===== src/rtl/wb_pkg.sv =====
// Shared types and constants for the writeback stage: FSM states, trap causes,
// result-select encodings, CSR addresses and the trap-cause priority helper.
package wb_pkg;

  typedef enum logic [2:0] {
    S_RUN     = 3'd0,
    S_T_EPC   = 3'd1,
    S_T_CAUSE = 3'd2,
    S_T_TVAL  = 3'd3,
    S_T_REDIR = 3'd4
  } wb_state_e;

  localparam logic [3:0] CAUSE_LAM   = 4'd4;
  localparam logic [3:0] CAUSE_LAF   = 4'd5;
  localparam logic [3:0] CAUSE_SAM   = 4'd6;
  localparam logic [3:0] CAUSE_SAF   = 4'd7;
  localparam logic [3:0] CAUSE_ECALL = 4'd11;

  localparam logic [1:0] RES_ALU   = 2'd0;
  localparam logic [1:0] RES_MEM   = 2'd1;
  localparam logic [1:0] RES_NPC   = 2'd2;
  localparam logic [1:0] RES_CSRFD = 2'd3;

  localparam logic [11:0] CSR_MEPC     = 12'h341;
  localparam logic [11:0] CSR_MCAUSE   = 12'h342;
  localparam logic [11:0] CSR_MTVAL    = 12'h343;
  localparam logic [11:0] CSR_MINSTRET = 12'hB02;

  // Highest-priority cause among the simultaneously raised exception flags.
  function automatic logic [3:0] trap_cause(input logic ecall, input logic sam,
                                            input logic lam, input logic saf,
                                            input logic laf);
    logic [3:0] cause;
    if (ecall)    cause = CAUSE_ECALL;
    else if (sam) cause = CAUSE_SAM;
    else if (lam) cause = CAUSE_LAM;
    else if (saf) cause = CAUSE_SAF;
    else if (laf) cause = CAUSE_LAF;
    else          cause = CAUSE_LAF;
    return cause;
  endfunction

endpackage


===== src/rtl/wb_trap_fsm.sv =====
// Trap sequencer: owns the stage state, the CSR write port (normal retires and the
// mepc/mcause/mtval trap writes) and the one-cycle redirect to mtvec.
module wb_trap_fsm #(
  parameter int XLEN = 64
) (
  input  logic            clk,
  input  logic            rst_n,
  input  logic            wb_v,
  input  logic [XLEN-1:0] wb_pc,
  input  logic [XLEN-1:0] wb_alu_result,
  input  logic            wb_csr_we,
  input  logic [11:0]     wb_csr_addr,
  input  logic [XLEN-1:0] wb_csr_wdata,
  input  logic            wb_ecall,
  input  logic            mem_lam,
  input  logic            mem_laf,
  input  logic            mem_sam,
  input  logic            mem_saf,
  input  logic [XLEN-1:0] mtvec,
  output logic            retire,
  output logic            wb_stall,
  output logic            csr_we,
  output logic [11:0]     csr_addr,
  output logic [XLEN-1:0] csr_data,
  output logic            trap_redirect,
  output logic [XLEN-1:0] trap_pc,
  output logic            flush
);
  import wb_pkg::*;

  wb_state_e       state_r;
  logic [3:0]      cause_r;
  logic [XLEN-1:0] tval_r;
  logic            fault_s;

  assign fault_s  = wb_ecall | mem_lam | mem_laf | mem_sam | mem_saf;
  assign wb_stall = (state_r != S_RUN);
  assign retire   = (state_r == S_RUN) && wb_v && !fault_s;

  // State register plus registered CSR and redirect ports.
  always_ff @(posedge clk or negedge rst_n) begin
    if (!rst_n) begin
      state_r       <= S_RUN;
      cause_r       <= 4'd0;
      tval_r        <= '0;
      csr_we        <= 1'b0;
      csr_addr      <= 12'd0;
      csr_data      <= '0;
      trap_redirect <= 1'b0;
      trap_pc       <= '0;
      flush         <= 1'b0;
    end else begin
      case (state_r)
        S_RUN: begin
          trap_redirect <= 1'b0;
          flush         <= 1'b0;
          if (wb_v && fault_s) begin
            // The mepc write goes out on the same edge the fault is sampled.
            csr_we   <= 1'b1;
            csr_addr <= CSR_MEPC;
            csr_data <= wb_pc;
            cause_r  <= trap_cause(wb_ecall, mem_sam, mem_lam, mem_saf, mem_laf);
            tval_r   <= wb_ecall ? '0 : wb_alu_result;
            state_r  <= S_T_EPC;
          end else if (retire && wb_csr_we) begin
            csr_we   <= 1'b1;
            csr_addr <= wb_csr_addr;
            csr_data <= wb_csr_wdata;
          end else begin
            csr_we <= 1'b0;
          end
        end
        S_T_EPC: begin
          csr_we   <= 1'b1;
          csr_addr <= CSR_MCAUSE;
          csr_data <= {{(XLEN-4){1'b0}}, cause_r};
          state_r  <= S_T_CAUSE;
        end
        S_T_CAUSE: begin
          csr_we   <= 1'b1;
          csr_addr <= CSR_MTVAL;
          csr_data <= tval_r;
          state_r  <= S_T_TVAL;
        end
        S_T_TVAL: begin
          csr_we        <= 1'b0;
          trap_redirect <= 1'b1;
          flush         <= 1'b1;
          trap_pc       <= mtvec & ~{{(XLEN-2){1'b0}}, 2'b11};
          state_r       <= S_T_REDIR;
        end
        S_T_REDIR: begin
          csr_we        <= 1'b0;
          trap_redirect <= 1'b0;
          flush         <= 1'b0;
          state_r       <= S_RUN;
        end
        default: begin
          csr_we        <= 1'b0;
          trap_redirect <= 1'b0;
          flush         <= 1'b0;
          state_r       <= S_RUN;
        end
      endcase
    end
  end

endmodule


===== src/rtl/writeback_stage.sv =====
// RV64 writeback stage: result mux, registered RF write port, trap sequencer and
// the retired-instruction counter (present only when WB_INSTRET_EN is defined).
module writeback_stage #(
  parameter int XLEN = 64
) (
  input  logic            clk,
  input  logic            rst_n,
  input  logic            wb_v,
  input  logic [XLEN-1:0] wb_pc,
  input  logic [XLEN-1:0] wb_npc,
  input  logic [XLEN-1:0] wb_alu_result,
  input  logic [XLEN-1:0] wb_mem_result,
  input  logic [XLEN-1:0] wb_csrfd,
  input  logic [XLEN-1:0] wb_csr_wdata,
  input  logic [1:0]      wb_res_sel,
  input  logic            wb_reg_we,
  input  logic [4:0]      wb_drid,
  input  logic            wb_csr_we,
  input  logic [11:0]     wb_csr_addr,
  input  logic            wb_ecall,
  input  logic            mem_lam,
  input  logic            mem_laf,
  input  logic            mem_sam,
  input  logic            mem_saf,
  input  logic [XLEN-1:0] mtvec,
  output logic            rf_we,
  output logic [4:0]      rf_dr,
  output logic [XLEN-1:0] rf_data,
  output logic            csr_we,
  output logic [11:0]     csr_addr,
  output logic [XLEN-1:0] csr_data,
  output logic            wb_stall,
  output logic            trap_redirect,
  output logic [XLEN-1:0] trap_pc,
  output logic            flush,
  output logic [XLEN-1:0] instret
);
  import wb_pkg::*;

  logic            retire_s;
  logic            rf_wr_s;
  logic [XLEN-1:0] result_s;

  wb_trap_fsm #(.XLEN(XLEN)) u_trap_fsm (
    .clk           (clk),
    .rst_n         (rst_n),
    .wb_v          (wb_v),
    .wb_pc         (wb_pc),
    .wb_alu_result (wb_alu_result),
    .wb_csr_we     (wb_csr_we),
    .wb_csr_addr   (wb_csr_addr),
    .wb_csr_wdata  (wb_csr_wdata),
    .wb_ecall      (wb_ecall),
    .mem_lam       (mem_lam),
    .mem_laf       (mem_laf),
    .mem_sam       (mem_sam),
    .mem_saf       (mem_saf),
    .mtvec         (mtvec),
    .retire        (retire_s),
    .wb_stall      (wb_stall),
    .csr_we        (csr_we),
    .csr_addr      (csr_addr),
    .csr_data      (csr_data),
    .trap_redirect (trap_redirect),
    .trap_pc       (trap_pc),
    .flush         (flush)
  );

  // Result select for the rd write.
  always_comb begin
    result_s = wb_alu_result;
    case (wb_res_sel)
      RES_ALU:   result_s = wb_alu_result;
      RES_MEM:   result_s = wb_mem_result;
      RES_NPC:   result_s = wb_npc;
      RES_CSRFD: result_s = wb_csrfd;
      default:   result_s = wb_alu_result;
    endcase
  end

  assign rf_wr_s = retire_s && wb_reg_we && (wb_drid != 5'd0);

  // Registered RF write port; index and data hold between writes.
  always_ff @(posedge clk or negedge rst_n) begin
    if (!rst_n) begin
      rf_we   <= 1'b0;
      rf_dr   <= 5'd0;
      rf_data <= '0;
    end else begin
      rf_we <= rf_wr_s;
      if (rf_wr_s) begin
        rf_dr   <= wb_drid;
        rf_data <= result_s;
      end else begin
        rf_dr   <= rf_dr;
        rf_data <= rf_data;
      end
    end
  end

`ifdef WB_INSTRET_EN
  logic [XLEN-1:0] instret_r;

  // Retire counter; a retiring minstret write overrides that cycle's increment.
  always_ff @(posedge clk or negedge rst_n) begin
    if (!rst_n) begin
      instret_r <= '0;
    end else if (retire_s && wb_csr_we && (wb_csr_addr == CSR_MINSTRET)) begin
      instret_r <= wb_csr_wdata;
    end else if (retire_s) begin
      instret_r <= instret_r + {{(XLEN-1){1'b0}}, 1'b1};
    end else begin
      instret_r <= instret_r;
    end
  end

  assign instret = instret_r;
`else
  assign instret = '0;
`endif

endmodule


===== config.mk =====
export PLATFORM = sky130hd
export DESIGN_NAME = writeback_stage
export DESIGN_NICKNAME = d
export VERILOG_FILES = /design/src/rtl/wb_pkg.sv /design/src/rtl/wb_trap_fsm.sv /design/src/rtl/writeback_stage.sv
export SDC_FILE = /design/constraint.sdc
export NUM_CORES = 1
export LEC_CHECK = 0
export CAP_MARGIN = 20
export CORE_AREA = 2 2 297 299
export DETAILED_ROUTE_END_ITERATION = 7
export DIE_AREA = 0 0 299 301
export DONT_BUFFER_PORTS = 1
export PLACE_DENSITY = 0.32
export SLEW_MARGIN = 20
export SYNTH_ARGS = -nofsm -noshare
export SYNTH_HDL_FRONTEND = slang
export SYNTH_SLANG_ARGS = --single-unit

===== constraint.sdc =====
create_clock -name clk -period 3.3 [get_ports clk]
set_input_delay 0.66 -clock clk [delete_from_list [all_inputs] [get_ports clk]]
set_output_delay 0.66 -clock clk [all_outputs]
set_load 0.01 [all_outputs]

After elaboration in Yosys (flattened, before gate mapping)
Index checks and enable logic that the tools add are counted.
{"block": "classes", "eq_ne": 8, "n_mux": 18, "bitwise": 4, "reduce_logical": 15}
{"cell": "64-bit one-hot mux with 4 select lines", "n": 1}
{"cell": "64-bit two-way mux", "n": 3}
{"cell": "64-bit one-hot mux with 3 select lines", "n": 1}
{"cell": "12-bit one-hot mux with 3 select lines", "n": 1}
{"cell": "12-bit two-way mux", "n": 2}
{"cell": "4-bit two-way mux", "n": 3}
{"cell": "3-bit one-hot mux with 4 select lines", "n": 1}
{"cell": "3-bit by 2-bit == test with 1-bit output, second input constant", "n": 2}
{"cell": "1-bit logical AND", "n": 6}
{"cell": "3-bit nonzero test", "n": 2}
{"cell": "5-bit nonzero test", "n": 1}
{"cell": "2-bit == test, second input constant", "n": 2}
{"cell": "1-bit OR", "n": 4}
{"cell": "1-bit one-hot mux with 2 select lines", "n": 2}
{"cell": "2-bit AND reduction", "n": 2}
{"cell": "3-bit by 1-bit == test with 1-bit output, second input constant", "n": 1}
{"cell": "3-bit logical NOT", "n": 1}
{"cell": "3-bit two-way mux", "n": 1}
{"cell": "3-bit inequality test, second input constant", "n": 1}
{"cell": "2-bit by 1-bit == test with 1-bit output, second input constant", "n": 1}
{"cell": "2-bit logical NOT", "n": 1}
{"cell": "1-bit two-way mux", "n": 2}
{"cell": "2-bit two-way mux", "n": 1}
{"cell": "2-bit inequality test, second input constant", "n": 1}
{"cell": "2 further kinds", "n": 2}
{"block": "word_totals", "inputBits": 477, "reg_bits": 281, "out_inout_bits": 278}

Longest topological paths before layout
{"block": "depth", "depth_word": 10, "mapped_depth": 7, "mapped_depth_nobuf": 5}

Cells and area by module
A second synthesis with hierarchy kept.
{"block": "hier_totals", "hier_cells": 1241, "hier_area_um2": 14322.5}
{"mod": "wb_trap_fsm", "instances": 1, "cells_each": 949, "area_per_inst_um2": 9693.0}
{"mod": "writeback_stage", "instances": 1, "cells_each": 292, "area_per_inst_um2": 4629.4}

Least setup slack after synthesis
Ideal clock, no wire load.
{"block": "synth_timing", "path_kind": "input -> register", "from": "input wb_res_sel[0]", "to": "register rf_data[10]", "t_arrival_ps": 2253, "cell_stages": 4, "setup_slack_ps": 919, "setup_time_ps": 127, "t_required_ps": 3173, "n_path_buf": 2, "path_cell_list": "buf_2 clkbuf_1 mux4_2 mux2_1"}
{"block": "synth_between", "elab_chain_len": 2, "elab_cells_between_ends": 5, "cone_classes": "3 x eq/ne; 1 x mux; 1 x reduce/logical"}
{"item": "start: declaration", "line_no": "writeback_stage.sv:15", "source": "input logic [1:0] wb_res_sel,"}
{"item": "2-bit == test, or another cell as far along", "line_no": "writeback_stage.sv:72", "source": "case (wb_res_sel)"}
{"item": "64-bit one-hot mux with 4 select lines *", "line_no": "writeback_stage.sv:72"}
{"item": "end signal: assignment", "line_no": "writeback_stage.sv:93", "source": "rf_data <= result_s;"}
{"item": "end signal: assignment", "line_no": "writeback_stage.sv:96", "source": "rf_data <= rf_data;"}
{"item": "end: declaration", "line_no": "writeback_stage.sv:28", "source": "output logic [XLEN-1:0] rf_data,"}
Every way passes the cells marked *; elsewhere a longest branch is shown, timed or not.
A chain may end at the register's enable or synchronous reset.

Worst setup path in the final report
{"block": "layout_timing", "from": "register u_trap_fsm.state_r[2]", "to": "register rf_data[48]"}
{"block": "layout_between", "elab_chain_len": 5}
{"item": "start: declaration", "line_no": "wb_trap_fsm.sv:31", "source": "wb_state_e state_r;"}
{"item": "start signal: assignment", "line_no": "wb_trap_fsm.sv:43", "source": "state_r <= S_RUN;"}
{"item": "start signal: assignment", "line_no": "wb_trap_fsm.sv:64", "source": "state_r <= S_T_EPC;"}
{"item": "start signal: assignment", "line_no": "wb_trap_fsm.sv:77", "source": "state_r <= S_T_CAUSE;"}
{"item": "3-bit logical NOT", "line_no": "wb_trap_fsm.sv:38", "source": "assign retire = (state_r == S_RUN) && wb_v && !fault_s;"}
{"item": "1-bit logical AND (2 in a row)", "line_no": "wb_trap_fsm.sv:38"}
{"item": "1-bit logical AND (2 in a row)", "line_no": "writeback_stage.sv:81", "source": "assign rf_wr_s = retire_s && wb_reg_we && (wb_drid != 5'd0);"}
Every way passes these cells.

==> run summary <==
status - finished, violations left
failing checks - hold timing
commonest non-fill, non-tap cell in the layout - dfrtp_1
Slew Limit Fails - 0
Rel. slew slack - 48.82%
global routing's busiest layer - met2
PortBufs - 0
routing usage on met3 - 4.127%
Synth Register Bits - 281
worst-path maximum fanout - 25
post-route DRC violation count - 0
NumNets Final - 1723
clk sinks - 281
Starting Density - 16.32%
Worst path top cell family by delay - simple AND/OR/NAND/NOR gates
Avg Cell Area, Syn - 10.95 sq um
Cells after Synth - 1289
Initial DRC Count - 493
register area share after synthesis - 49.81%
Clock H-tree levels - 2
total core area - 0.08648 sq mm
Pint - 9088 uW
commonest non-fill, non-tap cells in the layout - dfrtp_1, nand2_1, o21ai_0
HPWL after detailed placement - 40430 microns
CP max stage cell - or4b_4
cell leakage power - 0.007074 uW
Clk pin slew, worst setup/hold paths - 60 ps
Buf/Inv on CP - 1
RSZ-0062 raised after global routing - false
Die Y-Extent - 301 microns
slowest stage delay, CP - 630 ps
dpl cell area - 0.01507 sq mm
clock root buffer - clkbuf_16
number of flops mapped to enable cells by yosys - 0
Switching Power - 6029 uW
area growth from synthesis to layout - 16.66%
Critical Path Sink Type - register
Ports - 755
total CTS buffers - 40
part of the cycle the worst path needs - 75.39%
Finished Cell Area - 0.01647 sq mm
f_max - 402.0 MHz
Hold Violations, Final - 281
antenna viol nets, final - 0
switching share of total power - 39.88%
M2 GR Usage - 20.05%
Post-synth top flop - dfrtp_1
die area - 0.09000 sq mm
Setup TNS - 0 ps
Worst Skew - 36.05 ps
Synthesis Warnings - 0
asr flop ratio synth - 100.0%
initial antenna violation count - 20
Combinational Power Share - 28.0%
First-pass DRT Iterations - 5
register share of total power - 42.0%
post-cts sizing count - 0
CTS tree - done
CP cell instances - or4b_4 > nor3_4 > buf_4 > mux2_2
final hold slack - -198.8 ps
setup violators final - 0
maximum vdd drop - 0.6967 mV
PnR Total Power - 15120 uW
RR Startpoint - u_trap_fsm.state_r[2]
share of layout cells above drive strength 1 - 16.46%
Filler cells - 9554
vias after detailed routing - 9656
Mapped Area - 0.01412 sq mm
GRT Residual Overflow - 0
Worst Setup SP - u_trap_fsm.state_r[2]
CP required - 3720 ps
HP Class - primary input to asynchronous set/reset pin
Die W - 299 microns
num rows - 108
Period minus WS final - 2488 ps
pwr dens - 917.9 mW/mm^2
M1 GR Usage - 15.14%
Least-Margin Pin Slew - 767.6 ps
Vias/cell - 3.956
postcts setup bufs - 0
storage element area - 0.007032 sq mm
Total Wirelength - 56350 microns
Worst Setup Path Type - register to register
Crit path arrival time - 2910 ps
Max-Cap Viols - 0
first-pass GRT wire length - 79400 microns
largest net degree at the start of global routing - 282
Setup crit start kind - register
CTS max path bufs - 3
Multi-input gate area - 0.006344 sq mm
routability cong. - 0.8172
clock network power share - 30.0%
Total GRT Usage - 12.12%
Cell variety after synth - 40
vias in the first global route - 10.39k
wire per inst - 23.08 microns
worst-skew pair later-pin latency - 560 ps
==> cell families (layout without fill, tap and decap cells) <==
family	Yosys count	after routing	share of synthesized area, %
other cells	1	76	0.02657
flops	281	281	49.81
buf+inv	179	101	7.277
mux	198	198	20.33
compound gates	218	218	9.307
simple gates	412	412	13.24
==> synth_stat cells (4+ instances only) <==
library cell,count,area (sq um)
dfrtp_1,281,7032
mux4_2,64,1441
nor2_1,6,22.52
a211oi_1,61,457.9
nand4_1,7,43.79
nor3_1,61,305.3
inv_1,9,33.78
o21ai_0,76,380.4
mux2i_1,64,640.6
buf_6,7,78.83
clkbuf_1,61,229.0
nand2_1,259,972.2
nand2b_1,66,412.9
mux2_2,50,563.0
mux2_1,20,225.2
o32ai_1,4,35.03
o22a_1,4,35.03
buf_2,23,115.1
a21oi_1,66,330.3
buf_4,73,548.0
buf_1,4,15.01
==> final cells by class <==
class                           instances  area share, %
Multi-Input combinational cell        894          38.52
Tap cell                             1155          8.775
Clock buffer                           55          6.967
Clock inverter                         17          1.345
Antenna cell                           10         0.1520
Sequential cell                       281          42.70
Inverter                               11         0.2659
Timing Repair Buffer                   18          1.276
==> layer usage <==
layer  vias up  part of all wire [%]
met1      4807                    41
met4         8                   1.7
met3        60                   8.4
met5         -                 0.094
met2       430                    49
li1       4351                     -
==> power by group through the flow <==
stage / Sequential (uW) / Clock [uW] / Combinational (uW)
5_1_grt: 6500 / 4880 / 4890
3_5_place_dp: 6460 / 0 / 4380
4_1_cts: 6410 / 4770 / 4390
6_report: 6340 / 4530 / 4240
3_3_place_gp: 6460 / 0 / 4330
2_1_floorplan: 5880 / 0 / 3210
==> worst register-to-register path: cells and delay by family, from the launching register on <==
kind | cells | cell delay (ps)
and+or+nand+nor | 2 | 930
buffers and inverters | 1 | 400
muxes | 1 | 430
DFF | 1 | 590
==> sequential cells by signal, indices dropped and copies added, names as in the netlist, 3 cells and up <==
| signal | flops |
|---|---|
| rf_data | 64 |
| rf_dr | 5 |
| u_trap_fsm.cause_r | 4 |
| u_trap_fsm.csr_addr | 12 |
| u_trap_fsm.csr_data | 64 |
| u_trap_fsm.state_r | 3 |
| u_trap_fsm.trap_pc | 62 |
| u_trap_fsm.tval_r | 64 |
==> metrics by stage <==
| stage | cells | setup WS [ps] | utilization [%] |
|---|---|---|---|
| floorplan | 1354 | 919.1 | - |
| global placement | 2359 | 669.9 | 17.43 |
| detailed placement | 2359 | 645.0 | 17.43 |
| CTS | 2431 | 779.2 | 19.01 |
| global route | 2431 | 685.6 | 19.01 |
| finish | 2441 | 812.2 | 19.04 |
==> path summary, 6_finish.rpt <==
path	to	slack [ps]	cells past startpoint
min in group clk	u_trap_fsm.trap_pc[9]	200	2
max in group asynchronous	u_trap_fsm.trap_pc[47]	2850	0
max	rf_data[48]	810	4
max reg2reg	rf_data[48]	810	4
min	rf_data[23]	-200	0
min reg2reg	u_trap_fsm.tval_r[6]	480	2
(Power assumes the default switching activity.)
